$ cat src/rtl/pipe_ctrl_pkg.sv
// Shared encodings for the pipeline hazard controller: NOP word, FSM states and
// performance counter widths.
package pipe_ctrl_pkg;

    localparam logic [31:0] NOP_INSN    = 32'h0000_0013;
    localparam int          STALL_CNT_W = 32;
    localparam int          FLUSH_CNT_W = 16;

    typedef enum logic [1:0] {
        ST_RUN        = 2'd0,
        ST_MD_WAIT    = 2'd1,
        ST_IF_WAIT    = 2'd2,
        ST_REDIR_HOLD = 2'd3
    } state_t;

endpackage

$ cat src/rtl/sat_cnt.sv
// Saturating up-counter: increments by one when inc is high, sticks at all-ones.
module sat_cnt #(
    parameter int WIDTH = 16
) (
    input  logic             clk,
    input  logic             rst,
    input  logic             inc,
    output logic [WIDTH-1:0] cnt
);

    always_ff @(posedge clk or posedge rst) begin
        if (rst) begin
            cnt <= '0;
        end else if (inc && (cnt != {WIDTH{1'b1}})) begin
            cnt <= cnt + 1'b1;
        end
    end

endmodule

$ cat src/rtl/pipe_ctrl.sv
// Pipeline hazard controller: Mealy FSM generating stall/flush/redirect controls
// for jumps, load-use, multi-cycle mul/div and fetch misses, plus perf counters.
module pipe_ctrl
    import pipe_ctrl_pkg::*;
(
    input  logic                   clk,
    input  logic                   rst,
    input  logic                   jump_en_i,
    input  logic [31:0]            jump_addr_i,
    input  logic                   ld_use_i,
    input  logic                   md_start_i,
    input  logic                   md_done_i,
    input  logic                   imem_ready_i,
    output logic                   stall_pc_o,
    output logic                   stall_if_id_o,
    output logic                   stall_id_ex_o,
    output logic                   flush_if_id_o,
    output logic                   flush_id_ex_o,
    output logic                   redirect_en_o,
    output logic [31:0]            redirect_addr_o,
    output logic [STALL_CNT_W-1:0] stall_cnt_o,
    output logic [FLUSH_CNT_W-1:0] flush_cnt_o
);

    state_t      state, state_nxt;
    logic [31:0] cap_addr;
    logic        cap_load;
    logic        jump_acc;

    logic        stall_pc, stall_if_id, stall_id_ex;
    logic        flush_if_id, flush_id_ex;
    logic        redirect_en;
    logic [31:0] redirect_addr;

    always_ff @(posedge clk or posedge rst) begin
        if (rst) begin
            state    <= ST_RUN;
            cap_addr <= '0;
        end else begin
            state <= state_nxt;
            if (cap_load) begin
                cap_addr <= jump_addr_i;
            end
        end
    end

    always_comb begin
        state_nxt     = state;
        cap_load      = 1'b0;
        jump_acc      = 1'b0;
        stall_pc      = 1'b0;
        stall_if_id   = 1'b0;
        stall_id_ex   = 1'b0;
        flush_if_id   = 1'b0;
        flush_id_ex   = 1'b0;
        redirect_en   = 1'b0;
        redirect_addr = cap_addr;

        case (state)
            ST_RUN, ST_IF_WAIT: begin
                if (jump_en_i) begin
                    jump_acc      = 1'b1;
                    redirect_en   = 1'b1;
                    redirect_addr = jump_addr_i;
                    flush_if_id   = 1'b1;
                    flush_id_ex   = 1'b1;
                    if (imem_ready_i) begin
                        state_nxt = ST_RUN;
                    end else begin
                        state_nxt = ST_REDIR_HOLD;
                        cap_load  = 1'b1;
                    end
                end else if (md_start_i) begin
                    // A unit that finishes in its issue cycle needs no stall.
                    if (md_done_i) begin
                        state_nxt = ST_RUN;
                    end else begin
                        stall_pc    = 1'b1;
                        stall_if_id = 1'b1;
                        stall_id_ex = 1'b1;
                        state_nxt   = ST_MD_WAIT;
                    end
                end else if (ld_use_i) begin
                    stall_pc    = 1'b1;
                    stall_if_id = 1'b1;
                    flush_id_ex = 1'b1;
                end else if (!imem_ready_i) begin
                    stall_pc    = 1'b1;
                    flush_if_id = 1'b1;
                    state_nxt   = ST_IF_WAIT;
                end else begin
                    state_nxt = ST_RUN;
                end
            end
            ST_MD_WAIT: begin
                if (md_done_i) begin
                    state_nxt = ST_RUN;
                end else begin
                    stall_pc    = 1'b1;
                    stall_if_id = 1'b1;
                    stall_id_ex = 1'b1;
                end
            end
            ST_REDIR_HOLD: begin
                redirect_en = 1'b1;
                flush_if_id = 1'b1;
                if (imem_ready_i) begin
                    state_nxt = ST_RUN;
                end
            end
            default: begin
                state_nxt = ST_RUN;
            end
        endcase
    end

    // Reset must silence the controls combinationally, not at the next edge.
    assign stall_pc_o      = stall_pc    & ~rst;
    assign stall_if_id_o   = stall_if_id & ~rst;
    assign stall_id_ex_o   = stall_id_ex & ~rst;
    assign flush_if_id_o   = flush_if_id & ~rst;
    assign flush_id_ex_o   = flush_id_ex & ~rst;
    assign redirect_en_o   = redirect_en & ~rst;
    assign redirect_addr_o = rst ? 32'h0 : redirect_addr;

    sat_cnt #(
        .WIDTH (STALL_CNT_W)
    ) u_stall_cnt (
        .clk (clk),
        .rst (rst),
        .inc (stall_pc),
        .cnt (stall_cnt_o)
    );

    sat_cnt #(
        .WIDTH (FLUSH_CNT_W)
    ) u_flush_cnt (
        .clk (clk),
        .rst (rst),
        .inc (jump_acc),
        .cnt (flush_cnt_o)
    );

endmodule

$ cat config.mk
export PLATFORM = sky130hd
export DESIGN_NAME = pipe_ctrl
export DESIGN_NICKNAME = d
export VERILOG_FILES = /design/src/rtl/pipe_ctrl_pkg.sv /design/src/rtl/sat_cnt.sv /design/src/rtl/pipe_ctrl.sv
export SDC_FILE = /design/constraint.sdc
export NUM_CORES = 1
export LEC_CHECK = 0
export ABC_AREA = 1
export CAP_MARGIN = 10
export CORE_MARGIN = 2
export CORE_UTILIZATION = 40
export DETAILED_ROUTE_END_ITERATION = 8
export GPL_TIMING_DRIVEN = 0
export PLACE_DENSITY_LB_ADDON = 0.05
export SLEW_MARGIN = 20
export SYNTH_ARGS = -nofsm -noshare
export SYNTH_HDL_FRONTEND = slang
export SYNTH_HIERARCHICAL = 1
export SYNTH_SLANG_ARGS = --single-unit
$ cat constraint.sdc
create_clock -name clk -period 2.2 [get_ports clk]
set_input_delay 0.33 -clock clk [delete_from_list [all_inputs] [get_ports clk]]
set_output_delay 0.33 -clock clk [all_outputs]
set_load 0.02 [all_outputs]
==> results of run 1 <==
[per-layer routing]
layer / vias to the layer above / track usage (%) / part of all wire, %
met5: - / 0 / 0
met4: 0 / 6.85 / 1.5
met2: 151 / 33.7 / 45
li1: 2678 / - / -
met3: 18 / 4.55 / 5.7
met1: 2471 / 30.0 / 48
[layout by cell type (no fill, tap or decap), types with 3 or more instances in the layout]
cell,netlist,layout
sky130_fd_sc_hd__clkbuf_8,0,4
sky130_fd_sc_hd__nand4_1,5,5
sky130_fd_sc_hd__nand3_1,29,29
sky130_fd_sc_hd__nor2_4,11,11
sky130_fd_sc_hd__clkbuf_2,0,3
sky130_fd_sc_hd__a211oi_2,2,4
sky130_fd_sc_hd__o21ai_1,6,6
sky130_fd_sc_hd__xor2_1,10,10
sky130_fd_sc_hd__dfrtp_1,82,81
sky130_fd_sc_hd__xnor2_1,9,9
sky130_fd_sc_hd__buf_4,3,14
sky130_fd_sc_hd__a211oi_1,14,12
sky130_fd_sc_hd__nand2_2,8,8
sky130_fd_sc_hd__buf_6,6,6
sky130_fd_sc_hd__inv_1,62,60
sky130_fd_sc_hd__a21oi_1,3,3
sky130_fd_sc_hd__nor2_1,118,117
sky130_fd_sc_hd__o21ai_0,30,30
sky130_fd_sc_hd__nand3b_1,8,8
sky130_fd_sc_hd__buf_8,1,4
sky130_fd_sc_hd__inv_2,5,7
sky130_fd_sc_hd__nor2_2,5,6
sky130_fd_sc_hd__o21ai_2,6,6
sky130_fd_sc_hd__clkdlybuf4s50_1,0,85
sky130_fd_sc_hd__dlygate4sd2_1,0,6
sky130_fd_sc_hd__buf_2,3,24
sky130_fd_sc_hd__clkbuf_1,6,5
sky130_fd_sc_hd__nor3_1,3,3
sky130_fd_sc_hd__clkbuf_16,0,11
sky130_fd_sc_hd__nand2_1,323,323
[state kept, by name, summed over array words and instances (netlist names)]
| signal | flops |
|---|---|
| u_stall_cnt/cnt | 32 |
| u_flush_cnt/cnt | 16 |
| cap_addr | 32 |
| state | 2 |
[critical path, cell delays in order]
cell	delay (ns)
sky130_fd_sc_hd__clkdlybuf4s50_1	0.61
sky130_fd_sc_hd__clkbuf_8	0.24
sky130_fd_sc_hd__clkbuf_4	0.25
sky130_fd_sc_hd__nor2_1	0.07
sky130_fd_sc_hd__dlygate4sd2_1	0.32
[worst max path at each step]
stage / end / slack [ns] / cells after the start / startpoint
3_3_place_gp: redirect_addr_o[14] / -0.93 / 6 / rst
6_report: stall_pc_o / 0.05 / 5 / rst
2_1_floorplan: redirect_addr_o[24] / 0.40 / 7 / state[0]
5_1_grt: stall_pc_o / -0.04 / 6 / state[0]
3_5_place_dp: redirect_addr_o[19] / -0.98 / 6 / rst
4_1_cts: redirect_addr_o[2] / 0.002 / 7 / state[0]
[area by class of cell]
class / instances / area share, %
inverter: 68 / 3.68
buffer: 22 / 3.48
sequential: 82 / 29.3
clock buffer: 14 / 3.91
clock inverter: 2 / 0.143
tap: 172 / 3.07
multi-input combinational: 599 / 39.9
timing repair buffer: 130 / 16.6
[cell families (layout without fill, tap and decap cells)]
kind of cell               Yosys count  count (layout)  synth area share (%)
and+or+nand+nor                    515             515                  41.5
buffers and inverters               90             236                  8.41
adders and majority gates            2               2                 0.474
xor gates and xnor gates            19              19                  3.15
DFF                                 82              82                  38.9
AOI/OAI and AO/OA                   63              63                  7.60
[where the power goes]
part	internal, mW	total (mW)	switching, mW
clock network	0.855	1.46	0.600
registers	1.85	2.16	0.305
logic	0.955	2.31	1.35
total	3.66	5.92	2.26
[repair_timing]
action	4_1_cts	5_1_grt
pin swaps	0	4
resized for setup	143	33
setup buffers	0	4
endpoints found under the setup margin	38	56
gates cloned	0	2
==> results list, run 1 <==
- Clock skew on the completed layout was measured at 0.00399 ns.
* Hold Path Origin: cap_addr[11]
* Fill count: 1233
- Top cells by instance count after synthesis: sky130_fd_sc_hd__nand2_1, sky130_fd_sc_hd__nor2_1, sky130_fd_sc_hd__dfrtp_1
* # IOs: 125
- The die covers 14100 sq um.
* Number of antenna violations at the first check in global routing: 0
- sky130_fd_sc_hd__nand2_1 is the most common cell in the netlist.
* Initial cell density of the core: 41.3%
* Clock buffers created by TritonCTS: 9
* Buffer depth of the longest clock path: 2
- Num Clock Sinks: 82
- Count of flip-flops with a built-in enable after synthesis: 0
* Global placement routability congestion: 0.906
- FFs w/ async S/R, synth: 100%
- The worst setup path is captured at an output port.
- Once placement completed, the tool counted placed cells totaling 1067.
* Finished Cell Area: 7010 sq um
- After detailed routing, the total wire length is 14.8 mm.
* Final Util: 54.9%
- Proportion of layout cells with a drive suffix above 1: 13.3%
* IO buf count: 124
- TritonCTS built the clock tree.
* Total iterations of the first detailed-routing run: 5
- Setup violations remaining at the end of the flow were counted as 0.
* Core area: 12800 sq um
- The sequential cells in the finished layout cover a total of 2050 sq um.
* Worst hold-check slack: 0.473 ns
- Sorting the synthesized cells by area gives the leading types as sky130_fd_sc_hd__dfrtp_1, sky130_fd_sc_hd__nand2_1, sky130_fd_sc_hd__nor2_1.
- Final critical delay including setup and external delays: 2.15 ns
* Share of the clock period used by the worst path after layout: 97.7%
* Standard-cell rows: 41
* Lkg Pwr: 3.31 nW
* Avg Cell Area, Syn: 6.85 sq um
- The number of hold buffers added after CTS was 0.
- Cell depth of the worst min-delay path: 2
- Sequential element share of the synthesized area: 38.9%
- Placement-stage cell area: 6740 sq um
* Most used flip-flop cell after synthesis: sky130_fd_sc_hd__dfrtp_1
- Maximum number of pins on one net before global-route repair: 44
- Relative to the synthesized area, the layout overhead comes to 32.8%.
- Summed over all nets, the half-perimeter wirelength after detailed placement is 11.1 mm.
- Power density cells: 844 nW/um^2
- Area share of the leading cell type in the synthesized netlist: 38.9%
- The count of nets left with antenna violations once routing finished came out at 0.
- Average wire length per cell after detail routing: 13.6 microns
- Maximum VDD drop: 398 uV
- Via Count: 5318
- Critical path required time: 1.87 ns
- For this run, the number of Yosys warnings is 6.
- In the final timing run, aggregate negative setup slack is 0 ns.
* Worst setup SP type: input port
- Worst slew slack as a fraction of its limit: 52.9%
- Summing internal, switching and leakage power gives 5.92 mW.
- The floorplan step set the die height to 119 microns.
* Arrival time of the worst setup path: 1.82 ns
* Number of library cell types mapped by synthesis: 35
* Area of the multi-input gates: 2800 sq um
- The max-slew violation count came to 0.
- Post-layout worst setup margin: 0.0514 ns
* Die Span X: 119 microns
- After the flow finishes, the layout carries non-filler instances totaling 1089.
- Maximum fanout count along the critical path: 10
* Vias in the first global route: 5091
- Setup repair after global routing could not meet its margin everywhere.
- Grt total ovfl: 0
- Worst setup path category: in -> out
- Post-route DRC: 0
- Clock transition at the registers of the reported paths: 0.06 ns
* Number of flip-flops and latches in the synthesized netlist: 82
- The first global-routing pass estimated 24.6 mm of wire.
- Summed over all instances, the cell type with the most area after synthesis is sky130_fd_sc_hd__dfrtp_1.
* Worst flop-to-flop path endpoint: u_stall_cnt/cnt[30]
* 1st-iter DRT viols: 357
* Number of hold violations in the final report: 0
- In this run the clock root is driven by a sky130_fd_sc_hd__clkbuf_16.
- The number of antenna diodes in the final layout is 0.
- The path class of the tightest hold or removal check is reg -> reg.
- At the end of the flow, the number of nets in the layout was 953.
* Gate count after technology mapping: 771
- Before CTS, the worst setup slack after placement is -0.982 ns.
- When the netlist entered floorplanning its net count stood at 812.
- In this run the register-to-register setup slack is 0.21 ns.
- Number of maximum-capacitance violations: 0
- Clock latency on the worst-skew pair, taken at its later pin, is 0.34 ns.
- For hold timing, the worst endpoint is cap_addr[11].
- Post-Syn Area: 5280 sq um
- Worst reg2reg startpoint: u_stall_cnt/cnt[0]
- Global routing consumed, over all layers together, 21.6% of the routing resources.
- CTS HTree Levels: 3
- Maximum clock frequency: 0.465 GHz
- The run finished with clean final reports.
- The worst register-to-register path has a depth of 10.
- Transition at the pin with the smallest max-transition slack: 0.706 ns
- Dividing the detail-routed via count by the number of cells gives 4.88.
Note: power is estimated with default switching activity, not from simulation.
==> run 2, diff against run 1 <==
--- a/config.mk
+++ b/config.mk
@@ -9,6 +9,7 @@
 export CAP_MARGIN = 10
 export CORE_MARGIN = 2
 export CORE_UTILIZATION = 40
+export CTS_BUF_LIST = sky130_fd_sc_hd__clkbuf_4 sky130_fd_sc_hd__clkbuf_8
 export DETAILED_ROUTE_END_ITERATION = 8
 export GPL_TIMING_DRIVEN = 0
 export PLACE_DENSITY_LB_ADDON = 0.05
==> results list, run 2 (synthesis results as in run 1) <==
- At the later pin of the worst-skew pair, clock insertion delay measures 0.37 ns.
* Worst slew slack as a fraction of its limit: 52.2%
* Proportion of layout cells with a drive suffix above 1: 13.5%
* Sequence of cells on the critical path: inv_2 > nand2_4 > inv_4 > buf_8 > nor2_1 > a211oi_1 > buf_2
- Dividing the detail-routed via count by the number of cells gives 4.84.
- Global routing usage summed across all routing layers: 21.6%
- Maximum fanout count along the critical path: 11
- The detailed router placed 5267 vias in this run.
- Die Span X: 119 microns
- Leaving out fill and tap cells, the most frequent cell in the layout is sky130_fd_sc_hd__nand2_1.
- Share of total power in combinational logic: 41.7%
* Share of the clock period used by the worst path after layout: 96.5%
- CTS HTree Levels: 3
- For this run the aggregate overflow at the end of global routing stands at 0.
* RSZ-0062 raised after global routing: yes
* Core area: 12800 sq um
- Counting along the longest clock path gives a buffer depth of 2.
* 1st-iter DRT viols: 340
- Before antenna repair, the detailed router went through 5 iterations.
* Critical path's top delay family: buffers and inverters
- IO buf count: 124
- Counting the fill cells in the layout gives 1241.
- Internal power consumption: 3.34 mW
* Maximum VDD drop: 396 uV
- The number of clock buffers added by TritonCTS is 9.
- # IOs: 125
- After layout, the worst setup slack is 0.0779 ns.
* Lkg Pwr: 3.29 nW
- Clock transition at the registers of the reported paths: 0.09 ns
- The worst register-to-register path begins at state[0].
* Largest registers in the final layout: cap_addr: 32 flops, u_stall_cnt/cnt: 32 flops, u_flush_cnt/cnt: 16 flops
- Worst hold-check slack: 0.172 ns
- Leaving out fill and tap cells, the most frequent cells in the layout are sky130_fd_sc_hd__nand2_1, sky130_fd_sc_hd__nor2_1, sky130_fd_sc_hd__clkdlybuf4s50_1.
- Number of antenna violations at the first check in global routing: 0
- At the worst endpoint, the arrival time is 1.79 ns.
- The run finished with clean final reports.
* Final setup violation count: 0
- Worst setup path category: reg -> out
- Per report_power, the sequential group accounts for 38.7% of the total.
* Met1 usage: 30.0%
* Clk_skew: 0.00804 ns
* Die Ht: 119 microns
- Cell with the biggest individual delay on the critical path: sky130_fd_sc_hd__dfrtp_2
* Buffers plus inverters on the worst setup path: 4
* Transition at the pin with the smallest max-transition slack: 0.716 ns
- Flop-to-flop setup slack: 0.21 ns
- After detailed routing, the number of remaining DRC violations is 0.
- Number of nets in the layout: 953
- Wire length of the first global-routing pass: 24.6 mm
* CTS tree: built
* Number of maximum-capacitance violations: 0
- Buffer type at the clock tree root: sky130_fd_sc_hd__clkbuf_8
- Number of hold violations in the final report: 0
* Maximum number of pins on one net before global-route repair: 44
- The floorplan has 41 rows.
* Busiest metal layer after global routing: met2
- Count of antenna-violating nets left after detailed routing: 0
- Switching Share: 39.9%
- Power density cells: 800 nW/um^2
* Worst setup SP type: flop
- Vias in the first global route: 5083
- Critical path required time: 1.87 ns
* Signed area change from the synthesized netlist to the final layout: 31.6%
- In the global route stage, met2 resource usage came out at 33.1%.
* Final count of pins violating max slew: 0
* Num Clock Sinks: 82
* Worst setup slack after placement: -0.982 ns
* Final critical delay including setup and external delays: 2.12 ns
* Maximum clock frequency: 0.471 GHz
* Worst flop-to-flop path endpoint: u_stall_cnt/cnt[26]
- STA classifies the critical path endpoint as an output port.
- GR met3 Demand/Resource: 4.26%
- ANT cells: 0
- CTS hold repair buffers: 0
- The final layout contains routed wiring with a total length of 14.8 mm.
- Hold crit path type: in -> async
* Dpl hpwl: 11.1 mm
* Global placement routability congestion: 0.906
- The largest single stage delay on the critical path is 0.44 ns.
- Clk pwr share: 19.5%
- NetSw: 2.22 mW
- The die covers 14100 sq um.
- In the final routed layout, each cell accounts on average for 13.6 microns.
- Once the floorplan was initialized, standard cells occupied 41.3% of the core.
- Measured in cells, the most critical reg-to-reg path has a length of 12.
[run 2: worst max path at each step]
stage	startpoint	depth (start not counted)	slack (ns)	to
detailed placement	rst	6	-0.98	redirect_addr_o[19]
finish	state[0]	7	0.08	redirect_addr_o[1]
floorplan	state[0]	7	0.40	redirect_addr_o[24]
global route	state[0]	8	-0.02	redirect_addr_o[14]
global placement	rst	6	-0.93	redirect_addr_o[14]
CTS	state[0]	8	0.001	redirect_addr_o[24]
[run 2: power groups by stage]
stage	logic, mW	registers, mW	clock network [mW]
2_1_floorplan	1.36	2.24	0
3_3_place_gp	2.30	2.17	0
3_5_place_dp	2.34	2.18	0
4_1_cts	2.27	2.15	1.12
5_1_grt	2.57	2.20	1.18
6_report	2.32	2.15	1.09
[run 2: final cells by class]
type	count	area [sq um]	share of cell area, %
tap	172	215	3.10
inverter	68	258	3.71
clock inverter	2	10.0	0.144
buffer	21	229	3.29
clock buffer	14	180	2.59
multi-input combinational	599	2800	40.2
timing repair buffer	131	1210	17.4
sequential	82	2050	29.5
[run 2: stage by stage]
step	setup TNS (ns)	std cells	power (mW)	util, %	area (sq um)
after floorplan	0	771	3.59	-	5280
after global placement	-26.93	1067	4.47	52.8	6740
after detailed placement	-30.38	1067	4.52	52.8	6740
after CTS	0	1084	5.54	54.0	6890
after global routing	-0.113	1089	5.95	54.4	6950
final	0	1089	5.56	54.4	6950
[run 2: timing repair]
action,4_1_cts,5_1_grt
cloned,0,3
gates resized for setup,150,24
setup buffers,1,3
endpoints found under the setup margin,38,55
pin swaps,1,3
[run 2: per-layer routing]
layer / routed length [microns] / up-vias
li1: - / 2676
met1: 7180 / 2433
met2: 6660 / 145
met3: 802 / 13
met4: 197 / 0
met5: 0 / -
==> run 3, diff against run 2 <==
--- a/config.mk
+++ b/config.mk
@@ -13,6 +13,7 @@
 export DETAILED_ROUTE_END_ITERATION = 8
 export GPL_TIMING_DRIVEN = 0
 export PLACE_DENSITY_LB_ADDON = 0.05
+export RECOVER_POWER = 50
 export SLEW_MARGIN = 20
 export SYNTH_ARGS = -nofsm -noshare
 export SYNTH_HDL_FRONTEND = slang
==> results list, run 3 (synthesis results as in run 1) <==
* Status: complete, no violations
* IO buf count: 124
- Worst R2R Path Depth: 12
* Worst slew slack as a fraction of its limit: 15.2%
- The initialized floorplan defines 41 standard-cell rows.
- The tool flagged a number of max-cap violations equal to 0.
- The filler cells instantiated in the layout total 1246.
- Global routing usage summed across all routing layers: 21.6%
- Vias in the first global route: 5083
* Num Clock Sinks: 82
- Overall Power: 5.55 mW
* Flop-to-flop setup slack: 0.20 ns
- Clock transition at the registers of the reported paths: 0.08 ns
- Setup repair after global routing could not meet its margin everywhere.
* Critical path required time: 1.87 ns
- Buffer type at the clock tree root: sky130_fd_sc_hd__clkbuf_8
- Average via count per standard cell: 4.82
- The kind of cell with the highest combined delay along the critical path is buffers and inverters.
* Buffers plus inverters on the worst setup path: 4
- 1st-iter DRT viols: 335
- Total iterations of the first detailed-routing run: 5
- Static timing analysis puts the maximum clock frequency at 0.471 GHz.
* Number of hold violations in the final report: 0
- Number of instances in the placed design: 1067
* Final setup violation count: 0
- The HPWL after detailed placement is 11.1 mm.
* Worst reg2reg startpoint: state[0]
* Sequence of cells on the critical path: inv_2 > nand2_4 > inv_4 > clkbuf_16 > nor2_1 > a211oi_1 > buf_2
- Final hold analysis gives a worst-case slack of 0.127 ns.
* Number of antenna violations at the first check in global routing: 0
- Arrival time of the worst setup path: 1.79 ns
* Later-pin clock latency in the skew report: 0.37 ns
- Die Ht: 119 microns
- For this design the top-level I/O count stands at 125.
* Largest registers in the final layout: cap_addr: 32 flops, u_stall_cnt/cnt: 32 flops, u_flush_cnt/cnt: 16 flops
- Grt total ovfl: 0
- The worst setup path is captured at an output port.
- The library cells used most frequently in the layout, excluding fill and tap cells, are sky130_fd_sc_hd__nand2_1, sky130_fd_sc_hd__nor2_1, sky130_fd_sc_hd__clkdlybuf4s50_1.
* Average wire length per cell after detail routing: 13.6 microns
- Lkg Pwr: 3.28 nW
* Initial cell density of the core: 41.3%
* Final critical delay including setup and external delays: 2.12 ns
- CTS HTree Levels: 3
* Final count of pins violating max slew: 0
- In this run the power density over the cells is 801 nW/um^2.
- Once layout is done, the placed cells without fillers occupy 6940 sq um.
* Signed area change from the synthesized netlist to the final layout: 31.3%
* Cell with the biggest individual delay on the critical path: sky130_fd_sc_hd__dfrtp_2
* Hold crit path type: in -> async
- Setup total negative slack: 0 ns
* Transition at the pin with the smallest max-transition slack: 1.27 ns
- The detail route stage leaves a number of antenna-violating nets equal to 0.
* Via Count: 5248
- TritonCTS built the clock tree.
* Die Span X: 119 microns
- Worst setup path category: reg -> out
- Routability-driven placement finished with a final weighted congestion of 0.906.
- After layout, the worst path uses 96.5% of the clock period.
- Worst setup SP type: flop
- Along the worst path, the maximum fanout reaches 11.
- Worst flop-to-flop path endpoint: u_stall_cnt/cnt[26]
- Of the cells placed in the final design, the portion with a size suffix greater than 1 is 13.3%.
- Post-route DRC: 0
- Routed wire length: 14.8 mm
- Clock buffers created by TritonCTS: 9
* Clk_skew: 0.00721 ns
- Placement-stage cell area: 6740 sq um
* Number of nets in the layout: 953
- Entering global routing, the biggest net connects 44 pins.
- Core area: 12800 sq um
- Most common cell after layout, fill and taps aside: sky130_fd_sc_hd__nand2_1
- In this design, the stage delay of the slowest critical-path cell is 0.45 ns.
* CTS hold repair buffers: 0
- Post-route non-filler standard cell count: 1089
- Maximum VDD drop: 395 uV
* Buffer depth of the longest clock path: 2
- ANT cells: 0
* Wire length of the first global-routing pass: 24.6 mm
- The die covers 14100 sq um.
[run 3: changes by cell type in the layout (fill, tap and decap cells not counted), sizes merged]
cell	change
dlymetal6s2s	-1
clkbuf	+2
buf	-1
[run 3: worst max-delay path by stage]
| stage | endpoint | slack (ns) | cells past startpoint | start |
|---|---|---|---|---|
| after floorplan | redirect_addr_o[24] | 0.40 | 7 | state[0] |
| after global routing | redirect_addr_o[14] | -0.02 | 8 | state[0] |
| after detailed placement | redirect_addr_o[19] | -0.98 | 6 | rst |
| after global placement | redirect_addr_o[14] | -0.93 | 6 | rst |
| final | redirect_addr_o[0] | 0.08 | 7 | state[0] |
| after CTS | redirect_addr_o[24] | 0.001 | 8 | state[0] |
[run 3: repair_timing]
item	4_1_cts	5_1_grt
gates cloned	0	3
pin swaps	1	3
setup buffers	1	3
setup endpoints to repair	38	55
resized for setup	150	24
[run 3: layer usage]
metal  routed length (microns)  vias up  track usage, %
met4                       195        0            8.41
li1                          -     2672               -
met1                      7150     2417            30.0
met2                      6660      146            33.1
met3                       810       13            4.26
met5                         0        -               0
[run 3: layout make-up]
| type | count | area (sq um) | area share (%) |
|---|---|---|---|
| clock inverters | 2 | 10.0 | 0.144 |
| inverters | 68 | 258 | 3.72 |
| flip-flops and latches | 82 | 2050 | 29.6 |
| clock buffers | 14 | 180 | 2.60 |
| repair buffers | 131 | 1190 | 17.2 |
| multi-input cells | 599 | 2800 | 40.3 |
| plain buffers | 21 | 229 | 3.30 |
| well taps | 172 | 215 | 3.10 |
[run 3: report_power, final]
part           leakage, nW  switching, mW  internal (mW)
clock                0.103          0.559          0.526
sequential            1.07          0.304           1.85
combinational         2.10           1.35          0.964
total                 3.28           2.22           3.34
[run 3: worst register-to-register path, stage by stage, from the launching register on]
cell and delay [ns]:
sky130_fd_sc_hd__dfrtp_2 0.45, sky130_fd_sc_hd__nor2_2 0.14, sky130_fd_sc_hd__nand3_1 0.15, sky130_fd_sc_hd__nand3_1 0.16, sky130_fd_sc_hd__nor2_2 0.06, sky130_fd_sc_hd__inv_1 0.23
sky130_fd_sc_hd__nand2_1 0.09, sky130_fd_sc_hd__nor2_1 0.10, sky130_fd_sc_hd__nand3b_1 0.10, sky130_fd_sc_hd__nor3_1 0.23, sky130_fd_sc_hd__nand2_1 0.08, sky130_fd_sc_hd__nand2_1 0.07
sky130_fd_sc_hd__nand2_1 0.05
[run 3: per-stage QoR]
step	setup slack [ns]	utilization, %
after floorplan	0.396	-
after global placement	-0.929	52.8
after detailed placement	-0.982	52.8
after CTS	0.00113	54.0
after global routing	-0.0216	54.3
final	0.0770	54.3
